## src/rtl/instr_encoder_if.sv

```systemverilog
// Handshake bundle for instr_encoder: mnemonic/field producer side and
// encoded-word consumer side.
interface instr_encoder_if #(
  parameter int WIDTH = 32,
  parameter int DEPTH = 4
);
  localparam int CW = $clog2(DEPTH) + 1;

  logic             in_valid;
  logic             in_ready;
  logic [3:0]       in_mnem;
  logic [4:0]       in_rs;
  logic [4:0]       in_rt;
  logic [4:0]       in_rd;
  logic [5:0]       in_funct;
  logic [15:0]      in_imm;
  logic [25:0]      in_target;
  logic             out_valid;
  logic             out_ready;
  logic [WIDTH-1:0] out_instr;
  logic [WIDTH-1:0] out_addr;
  logic             illegal;
  logic [CW-1:0]    count;

  modport master (
    output in_valid, in_mnem, in_rs, in_rt, in_rd, in_funct, in_imm, in_target, out_ready,
    input  in_ready, out_valid, out_instr, out_addr, illegal, count
  );

  modport slave (
    input  in_valid, in_mnem, in_rs, in_rt, in_rd, in_funct, in_imm, in_target, out_ready,
    output in_ready, out_valid, out_instr, out_addr, illegal, count
  );
endinterface

```

## src/rtl/instr_encoder.sv

```systemverilog
// Encodes mnemonic + fields into 32-bit instruction words and buffers them
// in a small FIFO, tagging each popped word with a running byte address.
module instr_encoder #(
  parameter int WIDTH = 32,
  parameter int DEPTH = 4
) (
  input logic          clk,
  input logic          reset,
  instr_encoder_if.slave bus
);
  localparam int PW = $clog2(DEPTH);
  localparam int CW = PW + 1;

  localparam logic [3:0] M_RTYPE = 4'd0;
  localparam logic [3:0] M_LW    = 4'd1;
  localparam logic [3:0] M_SW    = 4'd2;
  localparam logic [3:0] M_ADDI  = 4'd3;
  localparam logic [3:0] M_SUBI  = 4'd4;
  localparam logic [3:0] M_BEQ   = 4'd5;
  localparam logic [3:0] M_J     = 4'd6;
  localparam logic [3:0] M_JAL   = 4'd7;
  localparam logic [3:0] M_JR    = 4'd8;

  logic [WIDTH-1:0] mem_q [DEPTH];
  logic [PW-1:0]    wr_ptr_q, wr_ptr_d;
  logic [PW-1:0]    rd_ptr_q, rd_ptr_d;
  logic [CW-1:0]    count_q, count_d;
  logic [WIDTH-1:0] addr_q, addr_d;
  logic             illegal_q, illegal_d;

  logic [WIDTH-1:0] word;
  logic             legal;
  logic             accept;
  logic             push;
  logic             pop;

  always_comb begin
    word  = '0;
    legal = 1'b1;
    case (bus.in_mnem)
      M_RTYPE: word = {6'd0, bus.in_rs, bus.in_rt, bus.in_rd, 5'd0, bus.in_funct};
      M_JR:    word = {6'd0, bus.in_rs, 5'd0, 5'd0, 5'd0, 6'b001000};
      M_LW:    word = {6'd1, bus.in_rs, bus.in_rt, bus.in_imm};
      M_SW:    word = {6'd2, bus.in_rs, bus.in_rt, bus.in_imm};
      M_ADDI:  word = {6'd3, bus.in_rs, bus.in_rt, bus.in_imm};
      M_SUBI:  word = {6'd4, bus.in_rs, bus.in_rt, bus.in_imm};
      M_BEQ:   word = {6'd5, bus.in_rs, bus.in_rt, bus.in_imm};
      M_J:     word = {6'd7, bus.in_target};
      M_JAL:   word = {6'd8, bus.in_target};
      default: legal = 1'b0;
    endcase
  end

  // Readiness is purely occupancy-based so the producer never sees a
  // combinational path from out_ready.
  assign bus.in_ready  = (count_q < CW'(DEPTH));
  assign bus.out_valid = (count_q != '0);
  assign bus.out_instr = mem_q[rd_ptr_q];
  assign bus.out_addr  = addr_q;
  assign bus.illegal   = illegal_q;
  assign bus.count     = count_q;

  assign accept = bus.in_valid & bus.in_ready;
  assign push   = accept & legal;
  assign pop    = bus.out_valid & bus.out_ready;

  always_comb begin
    wr_ptr_d  = wr_ptr_q;
    rd_ptr_d  = rd_ptr_q;
    count_d   = count_q;
    addr_d    = addr_q;
    illegal_d = accept & ~legal;
    if (push) wr_ptr_d = wr_ptr_q + PW'(1);
    if (pop) begin
      rd_ptr_d = rd_ptr_q + PW'(1);
      addr_d   = addr_q + WIDTH'(4);
    end
    case ({push, pop})
      2'b10:   count_d = count_q + CW'(1);
      2'b01:   count_d = count_q - CW'(1);
      default: count_d = count_q;
    endcase
  end

  always_ff @(posedge clk or posedge reset) begin
    if (reset) begin
      wr_ptr_q  <= '0;
      rd_ptr_q  <= '0;
      count_q   <= '0;
      addr_q    <= '0;
      illegal_q <= 1'b0;
    end else begin
      wr_ptr_q  <= wr_ptr_d;
      rd_ptr_q  <= rd_ptr_d;
      count_q   <= count_d;
      addr_q    <= addr_d;
      illegal_q <= illegal_d;
    end
  end

  // Storage is deliberately left out of reset; occupancy alone decides validity.
  always_ff @(posedge clk) begin
    if (push) mem_q[wr_ptr_q] <= word;
  end
endmodule

```

## src/flat_wrapper.sv

```systemverilog
// flat-port wrapper written by rule: the top's interface ports become plain ports
module instr_encoder_flat 
#(
  parameter int WIDTH = 32,
  parameter int DEPTH = 4
)
  (clk, reset, bus_in_valid, bus_in_mnem, bus_in_rs, bus_in_rt, bus_in_rd, bus_in_funct, bus_in_imm, bus_in_target, bus_out_ready, bus_in_ready, bus_out_valid, bus_out_instr, bus_out_addr, bus_illegal, bus_count);
  instr_encoder_if #(.WIDTH(WIDTH), .DEPTH(DEPTH)) bus_i ();
  input logic clk;
  input logic reset;
  input wire logic [$bits(bus_i.in_valid)-1:0] bus_in_valid;
  input wire logic [$bits(bus_i.in_mnem)-1:0] bus_in_mnem;
  input wire logic [$bits(bus_i.in_rs)-1:0] bus_in_rs;
  input wire logic [$bits(bus_i.in_rt)-1:0] bus_in_rt;
  input wire logic [$bits(bus_i.in_rd)-1:0] bus_in_rd;
  input wire logic [$bits(bus_i.in_funct)-1:0] bus_in_funct;
  input wire logic [$bits(bus_i.in_imm)-1:0] bus_in_imm;
  input wire logic [$bits(bus_i.in_target)-1:0] bus_in_target;
  input wire logic [$bits(bus_i.out_ready)-1:0] bus_out_ready;
  output wire logic [$bits(bus_i.in_ready)-1:0] bus_in_ready;
  output wire logic [$bits(bus_i.out_valid)-1:0] bus_out_valid;
  output wire logic [$bits(bus_i.out_instr)-1:0] bus_out_instr;
  output wire logic [$bits(bus_i.out_addr)-1:0] bus_out_addr;
  output wire logic [$bits(bus_i.illegal)-1:0] bus_illegal;
  output wire logic [$bits(bus_i.count)-1:0] bus_count;
  assign bus_i.in_valid = bus_in_valid;
  assign bus_i.in_mnem = bus_in_mnem;
  assign bus_i.in_rs = bus_in_rs;
  assign bus_i.in_rt = bus_in_rt;
  assign bus_i.in_rd = bus_in_rd;
  assign bus_i.in_funct = bus_in_funct;
  assign bus_i.in_imm = bus_in_imm;
  assign bus_i.in_target = bus_in_target;
  assign bus_i.out_ready = bus_out_ready;
  assign bus_in_ready = bus_i.in_ready;
  assign bus_out_valid = bus_i.out_valid;
  assign bus_out_instr = bus_i.out_instr;
  assign bus_out_addr = bus_i.out_addr;
  assign bus_illegal = bus_i.illegal;
  assign bus_count = bus_i.count;
  instr_encoder #(.WIDTH(WIDTH), .DEPTH(DEPTH)) u_core (.clk(clk), .reset(reset), .bus(bus_i));
endmodule
```

## config.mk

```make
export PLATFORM = sky130hd
export DESIGN_NAME = instr_encoder_flat
export DESIGN_NICKNAME = d
export VERILOG_FILES = /design/src/rtl/instr_encoder_if.sv /design/src/rtl/instr_encoder.sv /design/src/flat_wrapper.sv
export SDC_FILE = /design/constraint.sdc
export NUM_CORES = 1
export LEC_CHECK = 0
export CAP_MARGIN = 20
export CORE_ASPECT_RATIO = 1.1
export CORE_MARGIN = 2
export CORE_UTILIZATION = 55
export CTS_BUF_LIST = sky130_fd_sc_hd__clkbuf_4 sky130_fd_sc_hd__clkbuf_8
export DETAILED_ROUTE_END_ITERATION = 8
export GPL_ROUTABILITY_DRIVEN = 1
export PLACE_DENSITY = 0.85
export REMOVE_ABC_BUFFERS = 1
export SLEW_MARGIN = 0
export SYNTH_ARGS = -nofsm -noshare
export SYNTH_HDL_FRONTEND = slang
export SYNTH_SLANG_ARGS = --single-unit
```

## constraint.sdc

```tcl
create_clock -name clk -period 2.8 [get_ports clk]
set_input_delay 0.42 -clock clk [delete_from_list [all_inputs] [get_ports clk]]
set_output_delay 0.42 -clock clk [all_outputs]
set_load 0.02 [all_outputs]
```

==> results of run 1 <==
cells in the mapped netlist, types with 3 or more instances:
master / number / area, µm²
nand4_1: 11 / 68.8
buf_2: 7 / 35.0
buf_4: 7 / 52.6
xnor2_1: 31 / 272
clkbuf_1: 3 / 11.3
inv_1: 20 / 75.1
ha_1: 6 / 75.1
nand2_1: 19 / 71.3
mux2i_1: 6 / 60.1
mux4_2: 30 / 676
a222oi_1: 10 / 100
edfxtp_1: 120 / 3600
and2_1: 6 / 37.5
a22o_1: 5 / 43.8
nor2_1: 10 / 37.5
nand3_1: 19 / 95.1
a21oi_1: 6 / 30.0
xor2_1: 5 / 43.8
dfrtp_1: 38 / 951
and3_1: 5 / 31.3
registers in the layout, indices dropped and copies added, names as in the netlist:
| name | flops |
|---|---|
| u_core.mem_q | 120 |
| u_core.bus.out_addr | 30 |
| u_core.bus.count | 3 |
| u_core.rd_ptr_q | 2 |
| u_core.wr_ptr_q | 2 |
| u_core.bus.illegal | 1 |
per-stage QoR:
stage | cells | worst slack, ns | instance area [µm²]
after global routing | 724 | 0.0890 | 8790
after floorplan | 372 | 0.310 | 6530
final | 724 | 0.167 | 8790
after detailed placement | 683 | 0.132 | 8300
after global placement | 683 | 0.222 | 8300
after CTS | 715 | 0.00508 | 8710
power by group through the flow:
stage          registers [mW]  logic (mW)  clock network, mW
6_report                 2.98        2.64               1.70
5_1_grt                  3.01        2.79               1.83
4_1_cts                  3.02        2.52               1.73
3_5_place_dp             3.06        2.50                  0
3_3_place_gp             3.04        2.46                  0
2_1_floorplan            3.20        1.20                  0
path summary, 6_finish.rpt:
check | startpoint | end | cells past startpoint
worst max-delay path | u_core.rd_ptr_q[0]$_DFFE_PP0P_ | bus_out_instr[29] | 3
worst min-delay path | reset | u_core.bus.out_addr[12]$_DFFE_PP0P_ | 3
worst max register to register | u_core.bus.count[2]$_DFFE_PP0P_ | u_core.bus.count[2]$_DFFE_PP0P_ | 8
worst min register to register | u_core.rd_ptr_q[1]$_DFFE_PP0P_ | u_core.rd_ptr_q[1]$_DFFE_PP0P_ | 1
max in group asynchronous | reset | u_core.rd_ptr_q[0]$_DFFE_PP0P_ | 3
min in group clk | u_core.rd_ptr_q[1]$_DFFE_PP0P_ | u_core.rd_ptr_q[1]$_DFFE_PP0P_ | 1
per-layer routing:
layer	part of all wire (%)	routed length, µm	vias to the layer above
met2	51	7600	238
li1	-	-	1836
met3	9.3	1380	15
met4	1.1	170	0
met5	0	0	-
met1	38	5690	2081
area by class of cell:
class | count | area (µm²)
clock buffer | 17 | 234
tap | 154 | 193
clock inverter | 15 | 173
multi-input combinational | 194 | 1900
timing repair buffer | 166 | 1660
sequential | 158 | 4560
inverter | 20 | 75.1
fill | 764 | 3080
cells by family (layout without fill, tap and decap cells):
| group | Yosys count | in the layout | synth area share, % |
|---|---|---|---|
| AOI/OAI and AO/OA | 24 | 24 | 3.14 |
| xor gates and xnor gates | 36 | 36 | 4.76 |
| adders and majority gates | 7 | 7 | 1.44 |
| buffers and inverters | 39 | 218 | 2.74 |
| DFF | 158 | 158 | 68.8 |
| muxes | 37 | 37 | 11.3 |
| other | 1 | 4 | 0.0566 |
| and+or+nand+nor | 86 | 86 | 7.79 |
tightest hold or removal path: cells and delay by family:
kind	cells	cell delay (ns)
buffers and inverters	3	0.84
timing repair:
action	4_1_cts	5_1_grt
endpoints found under the setup margin	20	19
pin swaps	0	0
resized for setup	1	0
buffers inserted	0	8
==> results.json, run 1 <==
{
  "status": "finished clean",
  "gp_congestion": 0.772,
  "syn_area_um2": 6620,
  "syn-instance-count": 388,
  "drc": 0,
  "r2r_setup_slack_ns": 0.62,
  "syn_avg_cell_area_um2": 17.1,
  "hold_ws_ns": 0.404,
  "crit_buf_inv": 2,
  "drive_gt1_share_pct": 18.8,
  "clk_path_buf_depth": 2,
  "row_count": 42,
  "wirelength_mm": 14.8,
  "setup-tns-final_ns": 0,
  "critPathMaxStageDelay_ns": 0.56,
  "async_flop_share_pct": 24.1,
  "grt_remaining_overflow": 0,
  "via_per_inst": 5.76,
  "worst_pin_slew_ns": 0.882,
  "layout_common_cells": "136 x clkdlybuf4s50_1, 120 x edfxtp_1, 37 x dfrtp_1",
  "fin_crit_sh_pct": 94.0,
  "rsz0062_at_grt": "false",
  "dieHeight_um": 119,
  "drv_slew": 0,
  "dieWidth_um": 109,
  "crit_type": "register to output pin",
  "cap_violations": 0,
  "wl_per_cell_um": 20.5,
  "synth_seq_cells": 158,
  "antenna_found_initial": 0,
  "cellLeakagePower_nw": 3.24,
  "path_max_fanout": 15,
  "area_growth_pct": 32.8,
  "seq_area_frac_synth_pct": 68.8,
  "layout.nets": 635,
  "crit_path_top_delay_cell": "clkdlybuf4s50_1",
  "final_common_cell": "clkdlybuf4s50_1",
  "fin_crit_ns": 2.63,
  "hpwl_mm": 9.69,
  "first_pass_iters": 6,
  "power_frac_comb_pct": 36.0,
  "cts.root.buffer_cell": "clkbuf_8",
  "cts.sinks": 158,
  "dr.first_iter.drc_count": 346,
  "required_ns": 2.38,
  "num_antenna_cells": 0,
  "start_util_pct": 55.7,
  "path_clk_slew_ns": 0.09,
  "seqPwrFrac_pct": 40.7,
  "ioPinCount": 141,
  "ir_worst_vdd_mv": 0.624,
  "power.density_nw_per_um2": 833,
  "core_area_um2": 11900,
  "crit_chain": "buf_12, mux4_2, clkdlybuf4s50_1",
  "max_freq_mhz": 380,
  "synth_edf_count": 120,
  "die_area_um2": 12900,
  "cts_tree": "built",
  "setup_viol": 0,
  "synthFlopType": "edfxtp_1",
  "cts_made_buffers": 17,
  "clock_latency_ns": 0.42,
  "grt_pass1_wl_mm": 22.6,
  "hold_viol_final": 0,
  "end_kind": "output pin",
  "ys_types": 41,
  "grtUsageMet3_pct": 6.19,
  "power_mw": 7.33,
  "vias": 4170,
  "grtUsageMet2_pct": 37.9,
  "grtUsageTotal_pct": 23.3,
  "finalCoreUtilization_pct": 74.0,
  "swShare_pct": 31.6,
  "crit_family": "buffers and inverters",
  "min_path_type": "input port to asynchronous set/reset pin",
  "io_buffers": 136,
  "synth_warnings": 0,
  "fin_worst_skew_ns": 0.0101,
  "top_usage_layer": "met2",
  "ant_nets": 0,
  "p_int_mw": 5.01,
  "pwr-share-clk_pct": 23.2,
  "gr-usage-met1_pct": 31.2,
  "slew_headroom_pct": 40.9,
  "grt_pass1_vias": 4320,
  "start_kind": "register",
  "cts-htree-levels": 4,
  "holdBufCountCts": 0,
  "cp_data_arrival_time_ns": 2.21,
  "grt_max_degree": 39,
  "p_switching_mw": 2.32
}
Power figures use the tool's default switching activity.
==> inputs of run 2 (changes only) <==
--- a/config.mk
+++ b/config.mk
@@ -10,6 +10,7 @@
 export CORE_MARGIN = 2
 export CORE_UTILIZATION = 55
 export CTS_BUF_LIST = sky130_fd_sc_hd__clkbuf_4 sky130_fd_sc_hd__clkbuf_8
+export CTS_CLUSTER_SIZE = 20
 export DETAILED_ROUTE_END_ITERATION = 8
 export GPL_ROUTABILITY_DRIVEN = 1
 export PLACE_DENSITY = 0.85
==> results of run 2 <==
No change in the layout: final DEF, timing and power equal those of run 1.
==> inputs of run 3 (changes only) <==
--- a/config.mk
+++ b/config.mk
@@ -5,6 +5,7 @@
 export SDC_FILE = /design/constraint.sdc
 export NUM_CORES = 1
 export LEC_CHECK = 0
+export ABC_AREA = 0
 export CAP_MARGIN = 20
 export CORE_ASPECT_RATIO = 1.1
 export CORE_MARGIN = 2
==> results of run 3 <==
No change in the layout: final DEF, timing and power equal those of run 1.
